### src/rtl/regfile_mp_pkg.sv
// Shared types for the multi-port register file: clear-sweep FSM states and depth derivation.
package regfile_mp_pkg;

  typedef enum logic [1:0] {
    CLR_IDLE  = 2'd0,
    CLR_SWEEP = 2'd1,
    CLR_DONE  = 2'd2
  } clr_state_e;

  function automatic int unsigned depth_of(input int unsigned aw);
    return 32'd1 << aw;
  endfunction

endpackage

### src/rtl/regfile_clr_fsm.sv
// Soft-clear sequencer: walks every entry index once, then pulses done.
module regfile_clr_fsm #(
  parameter int unsigned AW = 5
) (
  input  logic          clk,
  input  logic          rst_n,
  input  logic          clr,
  output logic          clr_busy,
  output logic          clr_done,
  output logic [AW-1:0] clr_idx,
  output logic          clr_we
);
  import regfile_mp_pkg::*;

  clr_state_e    state_q, state_d;
  logic [AW-1:0] cnt_q, cnt_d;
  logic          busy_q, busy_d;
  logic          done_q, done_d;

  always_ff @(posedge clk or negedge rst_n) begin
    if (!rst_n) begin
      state_q <= CLR_IDLE;
      cnt_q   <= '0;
      busy_q  <= 1'b0;
      done_q  <= 1'b0;
    end else begin
      state_q <= state_d;
      cnt_q   <= cnt_d;
      busy_q  <= busy_d;
      done_q  <= done_d;
    end
  end

  // Counter holds at the last index on exit; it is re-zeroed on the next start.
  always_comb begin
    state_d = state_q;
    cnt_d   = cnt_q;
    unique case (state_q)
      CLR_IDLE: begin
        if (clr) begin
          state_d = CLR_SWEEP;
          cnt_d   = '0;
        end
      end
      CLR_SWEEP: begin
        if (cnt_q == {AW{1'b1}}) state_d = CLR_DONE;
        else                     cnt_d   = cnt_q + AW'(1);
      end
      CLR_DONE: state_d = CLR_IDLE;
      default:  state_d = CLR_IDLE;
    endcase
    busy_d = (state_d == CLR_SWEEP);
    done_d = (state_d == CLR_DONE);
  end

  assign clr_busy = busy_q;
  assign clr_done = done_q;
  assign clr_idx  = cnt_q;
  assign clr_we   = busy_q;

endmodule

### src/rtl/regfile_mp.sv
// ID-stage register file: NRD async read ports with write-first bypass,
// per-entry pending scoreboard and a sequential soft-clear sweep.
module regfile_mp #(
  parameter int unsigned DW      = 32,
  parameter int unsigned AW      = 5,
  parameter int unsigned NRD     = 2,
  parameter int unsigned ZERO_R0 = 1
) (
  input  logic              CLK,
  input  logic              Resetn,
  input  logic              RegWr,
  input  logic [AW-1:0]     Rw,
  input  logic [DW-1:0]     Di,
  input  logic [NRD*AW-1:0] Ra,
  output logic [NRD*DW-1:0] Rd,
  output logic [NRD-1:0]    RdPend,
  input  logic              SbSet,
  input  logic [AW-1:0]     SbAddr,
  input  logic              Clr,
  output logic              ClrBusy,
  output logic              ClrDone
);
  import regfile_mp_pkg::*;

  localparam int unsigned DEPTH = depth_of(AW);
  localparam bit          ZR0   = (ZERO_R0 != 0);

  logic [DW-1:0]    mem_q [DEPTH];
  logic [DW-1:0]    mem_d [DEPTH];
  logic [DEPTH-1:0] pend_q, pend_d;
  logic             clr_busy, clr_we;
  logic [AW-1:0]    clr_idx;
  logic             wr_ok, sb_ok;
  logic [AW-1:0]    ra_k;

  regfile_clr_fsm #(.AW(AW)) u_clr_fsm (
    .clk      (CLK),
    .rst_n    (Resetn),
    .clr      (Clr),
    .clr_busy (clr_busy),
    .clr_done (ClrDone),
    .clr_idx  (clr_idx),
    .clr_we   (clr_we)
  );

  assign ClrBusy = clr_busy;
  assign wr_ok   = RegWr && !clr_busy && !(ZR0 && (Rw == '0));
  assign sb_ok   = SbSet && !clr_busy && !(ZR0 && (SbAddr == '0));

  always_ff @(posedge CLK or negedge Resetn) begin
    if (!Resetn) begin
      for (int i = 0; i < int'(DEPTH); i++) mem_q[i] <= '0;
      pend_q <= '0;
    end else begin
      mem_q  <= mem_d;
      pend_q <= pend_d;
    end
  end

  // Scoreboard set is applied after the write so a new producer wins.
  always_comb begin
    mem_d  = mem_q;
    pend_d = pend_q;
    if (clr_we) begin
      mem_d[clr_idx]  = '0;
      pend_d[clr_idx] = 1'b0;
    end else begin
      if (wr_ok) begin
        mem_d[Rw]  = Di;
        pend_d[Rw] = 1'b0;
      end
      if (sb_ok) pend_d[SbAddr] = 1'b1;
    end
  end

  // Pending flags reflect stored state only; bypass does not hide a hazard.
  always_comb begin
    Rd     = '0;
    RdPend = '0;
    ra_k   = '0;
    for (int k = 0; k < int'(NRD); k++) begin
      ra_k = Ra[k*AW +: AW];
      if (Resetn) begin
        RdPend[k] = pend_q[ra_k];
        if (clr_busy || (ZR0 && (ra_k == '0))) Rd[k*DW +: DW] = '0;
        else if (wr_ok && (Rw == ra_k))        Rd[k*DW +: DW] = Di;
        else                                   Rd[k*DW +: DW] = mem_q[ra_k];
      end
    end
  end

endmodule
### config.mk
export PLATFORM = sky130hd
export DESIGN_NAME = regfile_mp
export DESIGN_NICKNAME = d
export VERILOG_FILES = /design/src/rtl/regfile_mp_pkg.sv /design/src/rtl/regfile_clr_fsm.sv /design/src/rtl/regfile_mp.sv
export SDC_FILE = /design/constraint.sdc
export NUM_CORES = 2
export LEC_CHECK = 0
export CELL_PAD_IN_SITES_DETAIL_PLACEMENT = 1
export CELL_PAD_IN_SITES_GLOBAL_PLACEMENT = 1
export CORE_MARGIN = 2
export CORE_UTILIZATION = 49
export DETAILED_ROUTE_END_ITERATION = 12
export PLACE_DENSITY_LB_ADDON = 0.12
export SYNTH_ARGS = -nofsm -noshare
export SYNTH_HDL_FRONTEND = slang
export SYNTH_HIERARCHICAL = 1
export SYNTH_SLANG_ARGS = --single-unit
### constraint.sdc
create_clock -name CLK -period 6.1 [get_ports CLK]
set_input_delay 1.22 -clock CLK [delete_from_list [all_inputs] [get_ports CLK]]
set_output_delay 1.22 -clock CLK [all_outputs]
set_load 0.02 [all_outputs]
==> impl_results.md <==
- Initial antenna violation count: 12
- Mean Syn Cell Area: ~13 µm²
- Slowest Stage Delay on Critical Path: 740 ps
- Worst R2R Start: u_clr_fsm/clr_busy
- Period utilization: 99.1%
- Primary FF master, synth: dfrtp_1
- Syn_nets: 4596
- Die width: around 340 µm
- GR Util All Layers: a little over two fifths
- Setup Crit Path Kind: in2out
- Setup tns final: 0 ps
- Clock-pin slew of the registers on the worst-case setup and hold paths: roughly 60 ps
- PortBufs: 124
- Clk Latency, worst-skew pair: 760 ps
- Vert. Die Dim: 345 µm
- Count of final max-slew check failures: 0
- Routed Antenna Nets: 0
- R2R cell count: 6
- Post-CTS setup buffer count: 0
- Total wire length: approximately 260000 µm
- Post-synthesis mux area share: 19.9%
- Total chip power: around 0.019 W
- Number of global-route vias before repair: 49600
- Final setup vio count: 0
- TritonCTS Buffers: 117
- Initial Util: 49.2%
- Final Skew: between 15 and 20 ps
- Largest family of logic cells by synthesized area: compound AO/OA/AOI/OAI gates
- H-Tree Depth: 3
- Num Clock Sinks: 1065
- Area grow syn2layout: 14.0%
- Fmax achieved: 0.165 GHz
- # resized after CTS: 0
- TritonCTS clock tree: yes
- Async SR Flop Fraction: between 90% and 100%
- Post-Synth Adder-Cell Area: 0.0440%
- Worst vdd ir: approximately 260 µV
- Final instance area: approximately 65000 µm²
- Placed inst area: 60700 µm²
- RSZ-0062 raised after global routing: false
- EDFF count, synth: 0
- Compound-cell area share of the yosys netlist: roughly a quarter
- Sequential area share after synthesis: around 47%
- Worst Tran Pin Value: around 1300 ps
- Nets: 4494
- Final Hold Viols: 0
- Area of the die: 119000 µm²
- Clock Tree Buf Depth: 3
- I/O Pins: 125
- Synth Instances: 4537
- DRC Markers: 0
- Worst setup startpoint: Ra[7]
- Worst-path fanout max: 30
- Quantity of hold-fixing buffers added after cts: 0
- CP cell instances: clkdlybuf4s50_1 -> buf_4 -> nor2_4 -> buf_12 -> a221o_1 -> o221a_2 -> a31o_2 -> o221ai_1 -> buf_4 -> clkdlybuf4s50_1
- Relative slew slack: 14.2%
- Vias: 48200
- Min Hold Slack: 516 ps
- Max cap viols: 0
- Std cell rows: 125
- Slowest stage cell, crit path: clkdlybuf4s50_1
- Xor/xnor share of the synthesized area: less than 1%
- Leak Pwr: around 28 nW
- Post-DP HPWL: 148000 µm
- Clock Tree Root: clkbuf_16
- Core area: 116000 µm²
- Commonest non-fill, non-tap cell in the layout: dfrtp_1
- GPL Wtd Cong: 0.892
- HP Class: reg2reg
- Drt wl/cell: 42.7 µm
- Commonest non-fill, non-tap cells in the layout: dfrtp_1, a22o_1, mux2i_1, mux4_2, buf_4
- Minimum clock period: 6050 ps
- Via/cell ratio: 7.94
- Post-Synth Simple-Gate Area: 3.09%
- Initial drt markers: 6392
- First-pass GRT wire length: 370000 µm
- Post-synthesis cell type count: 57
- Largest net degree at the start of global routing: 172
- Reg-to-Reg End: mem_q[529]
- Power per cell area: approximately 290 nW/µm²
- YS warnings: 6
- Arr. time, crit path: 4830 ps
- Run status: complete, no violations
- Setup slack, reg-to-reg: 2500 ps
- Startpoint type of the worst setup path: input port
- Synth Cell Area: between 50000 and 60000 µm²
- DR pass1 iterations: 6
- Yosys reg bits: 1065
- Share of layout cells above drive strength 1: a little under a quarter
- Worst setup path endpoint: Rd[46]
- Req. time, crit path: slightly below 5000 ps
- Critical Path Sink Type: primary output
- Total grt overflow: 0
## worst max-delay path, delay by kind of cell
kind,cells,cell delay [ps]
AOI/OAI and AO/OA,4,1440
buffers and inverters,5,2040
and+or+nand+nor,1,100
## routing by layer
metal / track usage [%] / routed length (µm) / share of wire, % / up-vias
li1: - / - / - / 18100
met1: 57.9 / 98700 / 38 / 25600
met2: 62.6 / 111000 / 43 / 3610
met3: 14.3 / 32500 / 13 / 919
met4: 24.7 / 17000 / 6.6 / 8
met5: 0 / 59 / 0.023 / -
## synth_stat cells, types with 2 or more instances
cell	n	area share, %
dfrtp_1	1065	47
a22o_1	1029	16
mux2i_1	465	8.2
clkbuf_1	436	2.9
mux4_2	264	10
a221oi_1	160	2.5
nand3_1	104	0.91
a21oi_1	100	0.88
buf_2	90	0.79
nand2_1	75	0.49
inv_1	69	0.46
mux2_2	65	1.3
a22oi_1	64	0.84
a31o_2	64	0.98
a221o_1	63	1.1
buf_1	48	0.32
nor2_1	47	0.31
o221ai_1	42	0.65
nor3_1	40	0.35
and2_1	33	0.36
a211oi_1	32	0.42
o221a_2	32	0.63
a311oi_1	31	0.48
o221ai_2	30	0.79
buf_4	18	0.24
nor3b_1	9	0.12
xnor2_1	8	0.12
nand2b_1	6	0.066
nand3b_1	4	0.053
o22ai_1	4	0.044
and3b_1	3	0.046
nor2b_1	3	0.033
nor3b_2	3	0.066
or2_2	3	0.033
and3_1	2	0.022
ha_1	2	0.044
o21a_1	2	0.026
or3b_2	2	0.031
xor2_1	2	0.031
## cell type report
type                    instances  area [µm²]
flip-flops and latches       1065       26700
multi-input cells            2810       28300
clock buffers                 168        3430
repair buffers                371        3640
inverters                      70         263
clock inverters                55         672
well taps                    1524        1910
diodes                          7        17.5
fillers                     11300       50900
## power breakdown
group | switching [W] | internal (W)
Combinational | 0.00246 | 0.000991
Sequential | 0.000209 | 0.00726
Clock | 0.00322 | 0.00449
Total | 0.00589 | 0.0127
## kinds of logic (layout without fill, tap and decap cells)
family	Yosys count	after routing
compound gates	1659	1659
buf+inv	662	664
other cells	0	7
flops	1065	1065
mux	795	795
simple gates	344	344
fa+ha+maj	2	2
xor+xnor	10	10
## flip-flops by register name (all words and copies together), names as in the netlist
register            cells
mem_q                1024
pend_q                 32
u_clr_fsm/clr_idx       5
u_clr_fsm/state_q       2
u_clr_fsm/clr_busy      1
u_clr_fsm/clr_done      1
## worst min-delay path by stage
stage / end / start / cells past startpoint / slack, ps
floorplan: mem_q[1000] / mem_q[1000] / 1 / 470
global placement: mem_q[997] / mem_q[997] / 1 / 490
detailed placement: mem_q[1002] / mem_q[1002] / 1 / 490
CTS: mem_q[997] / mem_q[997] / 1 / 510
global route: mem_q[49] / mem_q[49] / 1 / 530
finish: mem_q[1004] / mem_q[1004] / 1 / 520
## per-stage QoR
step | utilization, % | setup slack, ps | instances
finish | 56.0 | 52.1 | 6070
global route | 56.0 | 35.6 | 6064
CTS | 56.0 | 177 | 6063
detailed placement | 52.5 | 176 | 5840
global placement | 52.5 | 212 | 5840
floorplan | - | 1790 | 4537
Power figures use the tool's default switching activity.
